<file path="src/rtl/noc_pkg.sv">
// rtl/noc_pkg.sv - shared router constants and target-id helper
package noc_pkg;

  localparam int NPORT     = 5;
  localparam int TARG_W    = 3;
  localparam int PAYLOAD_W = 20;

  localparam logic [TARG_W-1:0] PORT1 = 3'd1;
  localparam logic [TARG_W-1:0] PORT2 = 3'd2;
  localparam logic [TARG_W-1:0] PORT3 = 3'd3;
  localparam logic [TARG_W-1:0] PORT4 = 3'd4;
  localparam logic [TARG_W-1:0] PORT5 = 3'd5;

  function automatic logic targ_valid(input logic [TARG_W-1:0] t);
    return (t >= PORT1) && (t <= PORT5);
  endfunction

endpackage

</file>
<file path="src/rtl/rr_arbiter5.sv">
// rtl/rr_arbiter5.sv - 5-way round-robin arbiter, combinational one-hot grant
module rr_arbiter5
  import noc_pkg::*;
(
  input  logic [NPORT-1:0] i_req,
  input  logic [2:0]       i_ptr,
  output logic [NPORT-1:0] o_gnt
);

  logic [3:0] w_sum;
  logic [2:0] w_idx;
  logic       w_hit;

  // Walk from the pointer, wrapping at NPORT; first requester found wins.
  always_comb begin
    o_gnt = '0;
    w_hit = 1'b0;
    w_sum = '0;
    w_idx = '0;
    for (int k = 0; k < NPORT; k++) begin
      w_sum = 4'(i_ptr) + 4'(k);
      w_idx = (w_sum >= 4'(NPORT)) ? 3'(w_sum - 4'(NPORT)) : 3'(w_sum);
      if (!w_hit && i_req[w_idx]) begin
        o_gnt[w_idx] = 1'b1;
        w_hit        = 1'b1;
      end
    end
  end

endmodule

</file>
<file path="src/rtl/switch_allocator.sv">
// rtl/switch_allocator.sv - credit-aware round-robin switch allocator (SA_PERF_CNT_EN adds grant counters)
module switch_allocator
  import noc_pkg::*;
#(
  parameter int DEPTH = 4
) (
  input  logic                    clk,
  input  logic                    RST,
  input  logic [NPORT-1:0]        req_v,
  input  logic [NPORT*TARG_W-1:0] req_targ,
  input  logic [NPORT-1:0]        credit_ret,
  output logic [NPORT-1:0]        cb_ctrl,
  output logic [NPORT-1:0]        gnt,
  output logic [NPORT*3-1:0]      credit_cnt,
  output logic                    err_targ,
  output logic                    err_credit
`ifdef SA_PERF_CNT_EN
  ,
  input  logic [2:0]              cnt_sel,
  output logic [15:0]             cnt_val
`endif
);

  localparam int CW = 3;

  logic [NPORT-1:0] w_arb_req [NPORT];
  logic [NPORT-1:0] w_arb_gnt [NPORT];
  logic [2:0]       w_win     [NPORT];
  logic [NPORT-1:0] w_out_gnt;
  logic [NPORT-1:0] w_gnt_any;
  logic             w_bad_targ;

  logic [2:0]       r_ptr  [NPORT];
  logic [CW-1:0]    r_cred [NPORT];
  logic             r_err_targ;
  logic             r_err_credit;

  // One request column per output; a starved output masks its whole column.
  always_comb begin
    for (int o = 0; o < NPORT; o++) begin
      for (int i = 0; i < NPORT; i++) begin
        w_arb_req[o][i] = req_v[i] && (req_targ[TARG_W*i +: TARG_W] == TARG_W'(o + 1))
                          && (r_cred[o] != '0);
      end
    end
  end

  for (genvar o = 0; o < NPORT; o++) begin : g_arb
    rr_arbiter5 u_arb (
      .i_req (w_arb_req[o]),
      .i_ptr (r_ptr[o]),
      .o_gnt (w_arb_gnt[o])
    );
  end

  always_comb begin
    w_gnt_any  = '0;
    w_bad_targ = 1'b0;
    for (int o = 0; o < NPORT; o++) begin
      w_out_gnt[o] = |w_arb_gnt[o];
      w_win[o]     = '0;
      for (int i = 0; i < NPORT; i++) begin
        if (w_arb_gnt[o][i]) w_win[o] = 3'(i);
      end
      w_gnt_any = w_gnt_any | w_arb_gnt[o];
    end
    for (int i = 0; i < NPORT; i++) begin
      if (req_v[i] && !targ_valid(req_targ[TARG_W*i +: TARG_W])) w_bad_targ = 1'b1;
    end
  end

  assign gnt        = RST ? '0 : w_gnt_any;
  assign cb_ctrl    = gnt;
  assign err_targ   = r_err_targ;
  assign err_credit = r_err_credit;

  always_comb begin
    for (int o = 0; o < NPORT; o++) credit_cnt[3*o +: 3] = r_cred[o];
  end

  always_ff @(posedge clk) begin
    if (RST) begin
      for (int o = 0; o < NPORT; o++) begin
        r_ptr[o]  <= '0;
        r_cred[o] <= CW'(DEPTH);
      end
      r_err_targ   <= 1'b0;
      r_err_credit <= 1'b0;
    end else begin
      if (w_bad_targ) r_err_targ <= 1'b1;
      for (int o = 0; o < NPORT; o++) begin
        if (w_out_gnt[o]) r_ptr[o] <= (w_win[o] == 3'd4) ? 3'd0 : w_win[o] + 3'd1;
        // Simultaneous grant and return cancel out.
        if (w_out_gnt[o] && !credit_ret[o]) begin
          r_cred[o] <= r_cred[o] - CW'(1);
        end else if (credit_ret[o] && !w_out_gnt[o]) begin
          if (r_cred[o] == CW'(DEPTH)) r_err_credit <= 1'b1;
          else                         r_cred[o]    <= r_cred[o] + CW'(1);
        end
      end
    end
  end

`ifdef SA_PERF_CNT_EN
  logic [15:0] r_cnt [NPORT];

  always_ff @(posedge clk) begin
    if (RST) begin
      for (int o = 0; o < NPORT; o++) r_cnt[o] <= '0;
    end else begin
      for (int o = 0; o < NPORT; o++) begin
        if (w_out_gnt[o]) r_cnt[o] <= r_cnt[o] + 16'd1;
      end
    end
  end

  assign cnt_val = targ_valid(cnt_sel) ? r_cnt[cnt_sel - 3'd1] : 16'd0;
`endif

endmodule

</file>
<file path="config.mk">
export PLATFORM = sky130hd
export DESIGN_NAME = switch_allocator
export DESIGN_NICKNAME = d
export VERILOG_FILES = /design/src/rtl/noc_pkg.sv /design/src/rtl/rr_arbiter5.sv /design/src/rtl/switch_allocator.sv
export SDC_FILE = /design/constraint.sdc
export NUM_CORES = 1
export LEC_CHECK = 0
export ABC_AREA = 0
export CORE_AREA = 10 10 144 146
export DETAILED_ROUTE_END_ITERATION = 10
export DIE_AREA = 0 0 154 156
export PLACE_DENSITY = 0.74
export SKIP_LAST_GASP = 1
export SYNTH_ARGS = -nofsm -noshare
export SYNTH_HDL_FRONTEND = slang
export SYNTH_HIERARCHICAL = 1
export SYNTH_SLANG_ARGS = --single-unit
</file>
<file path="constraint.sdc">
create_clock -name clk -period 5.91 [get_ports clk]
set_clock_uncertainty 0.15 [all_clocks]
set_input_delay 0.8865 -clock clk [delete_from_list [all_inputs] [get_ports clk]]
set_output_delay 0.8865 -clock clk [all_outputs]
set_load 0.005 [all_outputs]
</file>
==> metrics.md <==
| Metric | Value |
|---|---|
| Post-DRT Antenna Nets | 0 |
| Cell area after technology mapping | 0.00840 sq mm |
| Half-perimeter wire length of the detailed placement result | about 22000 um |
| Aggregate global-route resource usage | between 20% and 30% |
| Final number of hold-violating endpoints | 0 |
| Number of buffers created by CTS | 5 |
| Setup violation total in the final timing report | 0 |
| Post-synthesis sequential element count | 32 |
| Time the worst path needs with I/O delays and setup | 5.75 ns |
| Sinks on Clock Net | 32 |
| Wire length reported by the detailed router | 27600 um |
| Vias after detailed routing | approximately 9300 |
| Number of top-level pins | 54 |
| Post-synth EDFFs | 30 |
| Count of hold buffers inserted by post-cts repair | 0 |
| Die Area | 0.0240 sq mm |
| Synthesized net count | 1196 |
| Most used DFF post-synth | edfxtp_1 |
| Most frequent standard cell in the layout excluding fill and tap cells | buf_4 |
| Nets@finish | ~1300 |
| Maximum number of pins on one net before global-route repair | 29 |
| First-pass GRT wire length | 44400 um |
| Asr flop ratio synth | 0% |
| Die Height | 156 um |
| TritonCTS clock tree | yes |
| Number of different library cells in the post-synthesis netlist | 89 |
| Final weighted congestion of routability-driven global placement | 0.989 |
| Number of remaining DRC errors | 0 |
| H-tree lvl count | 2 |
| Max-slew violations | 0 |
| Path type of the worst min-delay path | register to register |
| Horiz. Die Dim | between 150 and 200 um |
| Capturing element type of the critical path | output port |
| Antenna violations before repair | 0 |
| Maximum operating frequency | around 0.17 GHz |
| Starting density of the core | 47.1% |
| Unrepaired setup endpoints after global routing | true |
| Violation count after the first detailed-route iteration | 1067 |
| Clock insertion delay at the later pin of the skew report | 0.28 ns |
| Crit start category | input pin |
| Post-layout util | 55.6% |
| Routed via count divided by cell count | around 6.4 |
| Core outline area | between 0.015 and 0.02 sq mm |
| Critical path type | input pin to output port |
| Area growth from synthesis to layout | 18.0% |
| Root buf cell | clkbuf_16 |
| Ratio of cells with drive above 1 in the final layout | between 10% and 20% |
| Tightest Pin Transition | between 0.7 and 0.8 ns |
| Most frequent cells in the layout | 114 x buf_4, 89 x nand2_1, 82 x nor2_1 |
| Crit path DAT | 4.71 ns |
| Maximum clock path buffer count | 2 |
| Number of core rows | between 40 and 50 |
| Max Fanout on Critical Path | 8 |
| Max transition margin | a little over half |
| Port buffer count | 53 |
| Final critical-path share of the clock period | 97.3% |
| Result of the run | finished, final reports clean |
| Antenna Diode Count | 0 |
| Total of warnings raised by yosys | 6 |
| Number of maximum-capacitance constraint violations | 0 |
| CTS clk-pin slew, worst paths | ~0.050 ns |
| CP required | 4.87 ns |
| Congestion Overflow GR | 0 |
| WL/cell | 19.0 um |
| Mapped Cells | 1107 |
| Number of optimization iterations in the first detailed-route pass | 6 |
| Average cell area after synthesis | about 7.6 sq um |
| Vias in the first global route | 8538 |
| Register area share after synthesis | between 10% and 20% |
Yosys cell counts, types with 6 or more instances:
cell type  instances  area share, %
a21oi_1           62            3.7
nor2b_1           16            1.2
nand3b_1           7           0.63
xnor2_1           12            1.3
o2bb2ai_1          6           0.63
o22ai_1           12           0.89
nand2b_1          45            3.4
nor2_1            82            3.7
o21ai_0           38            2.3
o31ai_1           13            1.2
a211oi_1          14            1.3
nand2_1           89            4.0
buf_6              6           0.80
ha_1              53            7.9
or3_1              8           0.60
a21o_1            13            1.2
a221oi_1           9           0.94
fa_1               9            2.1
mux2_2             8            1.1
a31oi_1           26            1.9
or2_2              8           0.60
nor3_1            50            3.0
and3_1            14            1.0
o21ai_1           17            1.0
nor4_1            16            1.2
edfxtp_1          30             11
inv_1             63            2.8
nand3_1           46            2.7
mux2i_1           66            7.9
nor3b_1            9           0.80
nand4_1           18            1.3
xor2_1             7           0.73
o211ai_1          13            1.2
clkbuf_1           7           0.31
o32ai_1           11            1.1
and3b_1            9           0.94
nor4b_1            9           0.94
buf_2             28            1.7
a32oi_1            8           0.83
buf_4             10           0.89
a211o_1            8           0.83
a221o_1           11            1.3
worst max-delay path: stages:
cell and delay [ns]:
clkdlybuf4s50_1 0.44, nor2b_1 0.16, nand2_1 0.09, nor3_1 0.08, buf_4 0.19, mux2_2 0.28
and3_1 0.18, a211o_1 0.27, a211o_4 0.38, nor3_4 0.31, nand3_1 0.14, o211ai_1 0.28
inv_1 0.15, a21oi_1 0.29, clkdlybuf4s50_1 0.58
stage by stage:
stage	setup TNS (ns)	hold slack (ns)	instance area [sq um]	setup slack (ns)	instances
3_5_place_dp	0	0.352	9670	0.224	1438
2_1_floorplan	0	0.351	8400	0.628	1107
6_report	0	0.412	9910	0.160	1455
5_1_grt	-0.00308	0.447	9910	-0.00179	1455
3_3_place_gp	0	0.365	9670	0.273	1438
4_1_cts	0	0.386	9830	0.231	1446
state kept, by name, indices dropped and copies added (netlist names):
signal and flops:
r_ptr 15, err_credit 1, r_cred 15, err_targ 1
what timing repair did:
action,in CTS,in global routing
setup endpoints to repair,0,10
resized for setup,0,5
endpoints found under the hold margin,0,0
setup buffers,0,9
layer usage:
| layer | vias to the layer above | share of wire, % | global-route usage (%) |
|---|---|---|---|
| li1 | 4459 | - | - |
| met4 | 0 | 3.5 | 7.47 |
| met1 | 4354 | 43 | 28.7 |
| met3 | 68 | 8.9 | 3.89 |
| met5 | - | 0 | 0 |
| met2 | 453 | 45 | 34.2 |
logic make-up after synthesis:
logic type                 count (synthesis)  share of synthesized area (%)
and+or+nand+nor                          468                           31.5
buffers and inverters                    123                           7.02
muxes                                     80                           10.3
xor gates and xnor gates                  19                           1.98
AOI/OAI and AO/OA                        323                           28.0
DFF                                       32                           11.2
adders and majority gates                 62                           10.0
area by class of cell:
cell class / instances / area (sq um)
clock buffers: 6 / 129
multi-input cells: 952 / 6880
inverters: 67 / 251
flip-flops and latches: 32 / 941
well taps: 229 / 287
fillers: 1626 / 7930
repair buffers: 167 / 1390
clock inverters: 2 / 35.0
final timing paths:
path / from / to / slack [ns] / depth (start not counted)
setup / recovery: req_v[3] / cb_ctrl[0] / 0.16 / 15
hold / removal: err_targ / err_targ / 0.41 / 2
setup reg to reg: r_ptr[0][9] / r_cred[3][2] / 0.32 / 18
hold reg to reg: err_targ / err_targ / 0.41 / 2
Power is left out: the tool's default activity adds up to more than one toggle a clock period on the data nets, which glitch-free logic cannot reach.
